<file path="config.mk">
export PLATFORM = sky130hd
export DESIGN_NAME = input_pixel_packer
export DESIGN_NICKNAME = d
export VERILOG_FILES = /design/src/rtl/input_pixel_packer.sv
export SDC_FILE = /design/constraint.sdc
export NUM_CORES = 1
export LEC_CHECK = 0
export CORE_MARGIN = 8
export CORE_UTILIZATION = 35
export CTS_CLUSTER_SIZE = 20
export DETAILED_ROUTE_END_ITERATION = 10
export PLACE_DENSITY = 0.68
export SETUP_SLACK_MARGIN = 0.1
export SLEW_MARGIN = 10
export SYNTH_ARGS = -nofsm -noshare
export SYNTH_HDL_FRONTEND = slang
export SYNTH_SLANG_ARGS = --single-unit
</file>
<file path="constraint.sdc">
create_clock -name clock -period 2.65 [get_ports clock]
set_input_delay 0.3975 -clock clock [delete_from_list [all_inputs] [get_ports clock]]
set_output_delay 0.3975 -clock clock [all_outputs]
set_load 0.02 [all_outputs]
</file>
<file path="src/rtl/input_pixel_packer.sv">
// input_pixel_packer: packs 16 consecutive 8-bit pixels into one 128-bit scratchpad word
// and writes NUM_WORDS such words into the bank selected when the frame starts.
module input_pixel_packer #(
  parameter int NUM_WORDS   = 4096,
  parameter int BANK_OFFSET = 4096
) (
  input  logic         clock,
  input  logic         reset_n,
  input  logic         start,
  input  logic         input_base_offset,
  input  logic [7:0]   pixel_in,
  input  logic         pixel_valid,
  output logic         pixel_ready,
  output logic [127:0] M3SP_WriteBus,
  output logic [15:0]  M3SP_WriteAddress,
  output logic         M3SP_WriteEnable,
  output logic         done
);

  localparam int              WIDX      = (NUM_WORDS > 1) ? $clog2(NUM_WORDS) : 1;
  localparam logic [WIDX-1:0] LAST_WORD = WIDX'(NUM_WORDS - 1);
  localparam logic [15:0]     BANK_ADDR = 16'(BANK_OFFSET);

  typedef enum logic [1:0] {
    S_IDLE  = 2'd0,
    S_PACK  = 2'd1,
    S_DRAIN = 2'd2,
    S_DONE  = 2'd3
  } state_t;

  state_t          state_q, state_d;
  logic [3:0]      lane_q, lane_d;
  logic [WIDX-1:0] word_idx_q, word_idx_d;
  logic            bank_q, bank_d;
  logic [127:0]    asm_q, asm_d;
  logic            ready_q, ready_d;
  logic [127:0]    bus_q, bus_d;
  logic [15:0]     addr_q, addr_d;
  logic            we_q, we_d;
  logic            done_q, done_d;

  logic            accept_s;
  logic            group_end_s;
  logic [127:0]    word_full_s;

  // Next-state logic: frame sequencing, lane assembly and write-register loading.
  always_comb begin
    state_d    = state_q;
    lane_d     = lane_q;
    word_idx_d = word_idx_q;
    bank_d     = bank_q;
    asm_d      = asm_q;
    ready_d    = ready_q;
    bus_d      = bus_q;
    addr_d     = addr_q;
    we_d       = 1'b0;
    done_d     = done_q;

    accept_s    = pixel_valid && ready_q;
    group_end_s = accept_s && (lane_q == 4'd15);
    // The completed word must include the pixel accepted this cycle.
    word_full_s = asm_q;
    word_full_s[{lane_q, 3'b000} +: 8] = pixel_in;

    case (state_q)
      S_IDLE, S_DONE: begin
        if (start) begin
          state_d    = S_PACK;
          lane_d     = 4'd0;
          word_idx_d = '0;
          bank_d     = input_base_offset;
          ready_d    = 1'b1;
          done_d     = 1'b0;
        end else begin
          state_d = state_q;
        end
      end
      S_PACK: begin
        if (accept_s) begin
          asm_d  = word_full_s;
          lane_d = lane_q + 4'd1;
        end else begin
          asm_d = asm_q;
        end
        if (group_end_s) begin
          bus_d      = word_full_s;
          addr_d     = 16'(word_idx_q) + (bank_q ? BANK_ADDR : 16'd0);
          we_d       = 1'b1;
          word_idx_d = word_idx_q + WIDX'(1);
          if (word_idx_q == LAST_WORD) begin
            state_d = S_DRAIN;
            ready_d = 1'b0;
          end else begin
            state_d = S_PACK;
          end
        end else begin
          we_d = 1'b0;
        end
      end
      S_DRAIN: begin
        state_d = S_DONE;
        done_d  = 1'b1;
      end
      default: begin
        state_d = S_IDLE;
        ready_d = 1'b0;
      end
    endcase
  end

  // State and output registers; reset discards any partially assembled word.
  always_ff @(posedge clock or negedge reset_n) begin
    if (!reset_n) begin
      state_q    <= S_IDLE;
      lane_q     <= 4'd0;
      word_idx_q <= '0;
      bank_q     <= 1'b0;
      asm_q      <= 128'd0;
      ready_q    <= 1'b0;
      bus_q      <= 128'd0;
      addr_q     <= 16'd0;
      we_q       <= 1'b0;
      done_q     <= 1'b0;
    end else begin
      state_q    <= state_d;
      lane_q     <= lane_d;
      word_idx_q <= word_idx_d;
      bank_q     <= bank_d;
      asm_q      <= asm_d;
      ready_q    <= ready_d;
      bus_q      <= bus_d;
      addr_q     <= addr_d;
      we_q       <= we_d;
      done_q     <= done_d;
    end
  end

  assign pixel_ready       = ready_q;
  assign M3SP_WriteBus     = bus_q;
  assign M3SP_WriteAddress = addr_q;
  assign M3SP_WriteEnable  = we_q;
  assign done              = done_q;

endmodule

</file>
[After elaboration in Yosys (flattened, before gate mapping)]
Cells that the tools add are included.
Operators by class
  equality and inequality tests: 9
  reductions and logical operators: 14
  add/subtract/negate cells: 4
  shifts and indexed selects: 2
  multiplexer cells: 20
Operator list (number)
  128-bit bitwise mux: 1
  8-bit by 9-bit variable shift with 128-bit output (first input constant): 1
  8-bit by 9-bit variable part select with 128-bit output: 1
  12-bit two-way mux: 2
  12-bit one-hot mux with 2 select lines: 1
  12-bit by 13-bit adder with 14-bit output: 1
  13-bit two-way mux: 1
  12-bit by 1-bit adder with 12-bit output (second input constant): 1
  12-bit equality test (second input constant): 1
  2-bit AND reduction: 5
  7-bit negation with 9-bit output: 1
  4-bit two-way mux: 2
  2-bit != test (second input constant): 4
  4-bit one-hot mux with 2 select lines: 1
  1-bit two-way mux: 6
  2-bit two-way mux: 3
  2-bit one-hot mux with 3 select lines: 1
  3-bit AND reduction: 2
  4-bit by 1-bit adder with 4-bit output (second input constant): 1
  2-bit equality test (second input constant): 2
  4-bit equality test (second input constant): 1
  1-bit one-hot mux with 2 select lines: 2
  4-bit AND reduction: 1
  2-bit nonzero test: 2
  4 further kinds: 5
Storage, ports and cells
  output and inout port bits: 147
  bits of input ports: 13
  word-level logic and storage cells: 59
  register bits: 294

[Logic depth before layout (Yosys ltp)]
  depth after elaboration: 4
  gate-level depth with buffers: 10

[Least setup slack after synthesis]
Ideal clock, no wire load.
  path type: flip-flop to flip-flop
  start point: register lane_q[0]
  end point: register asm_q[100]
  period minus slack after synthesis: 2.461 ns
  path slack: 0.189 ns
  stages on the path, launching flop included: 10
  setup time: 0.125 ns
  data arrival time: 2.335 ns
  path through: dfrtp_1 -> buf_2 -> inv_1 -> ha_1 -> or3b_1 -> a2111o_1 -> buf_6 -> or2_1 -> buf_6 -> mux2_4
On the way
  longest elaborated chain between the ends: 3
  elaborated cells on any way between the ends: 4
  classes of those cells: 1 x add/sub; 2 x shift; 1 x mux
RTL lines
  start: declaration: RTL line 32  | logic [3:0] lane_q, lane_d;
  start signal: assignment: RTL line 126  | lane_q <= lane_d;
  7-bit negation with 9-bit output (*): RTL line 63  | word_full_s[{lane_q, 3'b000} +: 8] = pixel_in;
  8-bit by 9-bit variable part select with 128-bit output or 8-bit by 9-bit variable shift with 128-bit output (tied branches): RTL line 63
  128-bit bitwise mux (*): RTL line 63
  end signal: assignment: RTL line 129  | asm_q <= asm_d;
  end: declaration: RTL line 35  | logic [127:0] asm_q, asm_d;
Mark *: on every way between the ends. The rest lies on a longest branch, timed or not.
A chain may end at the register's enable or synchronous reset.

[Worst setup path after layout]
  start point: register lane_q[0]
  end point: register asm_q[10]
The elaborated chain is that of the path after synthesis.

==> run metrics <==
Yosys reg bits ~290; Leak 7.31 nW; worst vdd ir 0.516 mV; fill count 3,263; Die X 203 um; cells after synthesis approximately 1,100; post-synth cell types 56; CP startpoint kind flip-flop; sw frac 33.6%; Initial Util 35.4%; min cycle time layout between 2 and 2.5 ns; Least-Margin Pin Slew 0.796 ns; layout cells sized above 1 17.7%; headroom to the max-slew limit between 40 and 50%; Flop pwr share 39.3%; clk slew on worst S/H paths about 0.060 ns; f_max just over 400 MHz; clock latency on the worst-skew pair around 0.57 ns; critical path data arrival time 2.88 ns; Post-Place Worst Slack 0.253 ns; drt drc 0; Post-CTS Resized 0; max cap viols 0; Mapped Area approximately 12,000 um^2; top_reg_cell synth dfrtp_1; largest area contributor in the netlist dfrtp_1; Non-Filler Instances between 1,500 and 2,000; deepest clock path buffer count 3; setup TNS 0 ns; DRT Pass-1 Iters 5; setup ws final 0.221 ns; Detailed Place HPWL approximately 23,000 um; Final Setup Violations 0; Clock Sinks just under 300; CTS Buf Count 31; Post-DP Area 14,500 um^2; I/O pin total between 150 and 200; Tcrit/Tclk final 91.7%; Clk pwr share 27.7%; Int Pwr 11.2 mW; register area 7280 um^2; clk_skew 0.0307 ns; largest net degree at the start of global routing 84; EDFF count, synth 0; worst hold path type in2async; post-synth top area share 59.6%; PwrDens 1070 nW/um^2; total power after layout approximately 17 mW; final instance area 15,700 um^2; final core area utilization 45.5%; status finished clean; wire length per cell 18.5 um; CTS tree built; Layout area overhead 28.3%; WL final 32,900 um; number of global-route vias before repair 9,373; Worst Path Required approximately 3.1 ns; htree depth 1; Core Region 34,500 um^2; GP Congestion 0.795; die area approximately 40,000 um^2; initial antenna violation count 1; sw power around 5.6 mW; combinational share of power 32.9%; Ys Warns 0; critical path class reg2reg; sequential area share after synthesis 59.6%; port bufs 156; Final #Nets 1,314; CP Capture Type flip-flop; worst hold margin 0.438 ns; first-pass GRT wire length roughly 53,000 um; Die H 203 um; Hold Vio Cnt, Final 0; Synth Area per Inst ~11 um^2; multi-input logic area 4580 um^2; vias post-DR roughly 9,000; via-per-instance ratio 5.04; Rows between 60 and 70; DP Cell Count approximately 1,700; ys async rst share 100%; RSZ-0062 raised after global routing false; synth top area cells dfrtp_1 (60%), mux2_2 (9.8%), nand2_1 (8.5%); Iter 0 DRT Violations ~670; Congestion Overflow GR 0; Global Route Usage Sum between 15 and 20%; Root Buffer clkbuf_16; worst-path maximum fanout 14; Slew Limit Fails 0; Routed Antenna Nets 0
-- cell usage in the layout (no fill, tap or decap), drive strengths merged, types with 6 or more instances in the layout --
cell type | netlist | final
a21oi | 27 | 27
o21ai | 47 | 47
clkdlybuf4s50 | 0 | 155
mux2i | 32 | 32
o2bb2ai | 16 | 16
inv | 17 | 19
clkinv | 1 | 6
a31oi | 24 | 24
buf | 24 | 55
o31ai | 7 | 7
nand4 | 6 | 6
nand3 | 36 | 36
nand2 | 276 | 276
o221ai | 8 | 8
clkbuf | 47 | 45
o211ai | 9 | 9
mux2 | 114 | 114
nor3 | 13 | 13
dfrtp | 291 | 291
nor2 | 59 | 59
ha | 6 | 6
-- power groups by stage --
stage / Combinational (mW) / Clock [mW] / Sequential, mW
after detailed placement: 5.57 / 0 / 6.69
after global placement: 5.46 / 0 / 6.65
after CTS: 5.60 / 4.79 / 6.63
final: 5.54 / 4.66 / 6.61
after floorplan: 2.64 / 0 / 7.11
after global routing: 6.01 / 4.99 / 6.79
-- worst max-delay path, stage by stage, from the launching register on --
cell	delay, ns
dfrtp_1	0.34
inv_1	0.07
ha_1	0.21
buf_4	0.18
o41ai_1	0.61
and3_1	0.53
mux2_2	0.39
-- synth_stat cells, drive strengths merged, types with 6 or more instances --
library cell  number
a31oi             24
nand2            276
o221ai             8
inv               17
clkbuf            47
o2bb2ai           16
nand3             36
mux2             114
dfrtp            291
buf               24
o21ai             47
nor3              13
nand4              6
a21oi             27
ha                 6
mux2i             32
o211ai             9
o31ai              7
nor2              59
-- final cells by class --
class                      count  area share, %
sequential                   291           46.5
multi-input combinational    742           29.2
timing repair buffer         211           13.1
clock buffer                  45           5.86
tap                          455           3.63
clock inverter                13           1.29
inverter                      18          0.447
antenna                        1         0.0160
-- cell families (layout without fill, tap and decap cells) --
family	after synthesis	in the layout	share of synthesized area [%]
simple gates	430	430	15.0
xor+xnor	5	5	0.359
compound gates	152	152	7.92
other cells	1	4	0.0307
buf+inv	89	287	3.10
fa+ha+maj	6	6	0.615
mux	146	146	13.4
flops	291	291	59.6
-- per-layer routing --
metal | vias to the layer above | wire length, um | track usage, %
li1 | 4182 | - | -
met4 | 0 | 599 | 3.91
met2 | 209 | 15700 | 26.1
met5 | - | 0 | 0
met1 | 4514 | 14700 | 21.0
met3 | 49 | 1880 | 3.16
-- final timing paths --
check / start / end / slack [ns] / cells after the start
hold reg to reg: M3SP_WriteBus[68]$_DFFE_PN0P_ / M3SP_WriteBus[68]$_DFFE_PN0P_ / 0.46 / 2
hold / removal: reset_n / M3SP_WriteBus[30]$_DFFE_PN0P_ / 0.44 / 2
min in group clock: M3SP_WriteBus[68]$_DFFE_PN0P_ / M3SP_WriteBus[68]$_DFFE_PN0P_ / 0.46 / 2
max in group asynchronous: reset_n / M3SP_WriteBus[18]$_DFFE_PN0P_ / 1.45 / 3
setup / recovery: lane_q[0]$_DFFE_PN0P_ / asm_q[10]$_DFFE_PN0P_ / 0.22 / 6
setup reg to reg: lane_q[0]$_DFFE_PN0P_ / asm_q[10]$_DFFE_PN0P_ / 0.22 / 6
-- state kept, by name, indices dropped and copies added, names as in the netlist --
signal	cells
M3SP_WriteBus	128
asm_q	128
M3SP_WriteAddress	13
word_idx_q	12
lane_q	4
state_q	2
M3SP_WriteEnable	1
bank_q	1
done	1
pixel_ready	1
-- repair_timing --
action	CTS	global route
hold buffers	1	0
buffers inserted	0	0
hold endpoints to repair	73	0
(Power assumes the default switching activity.)
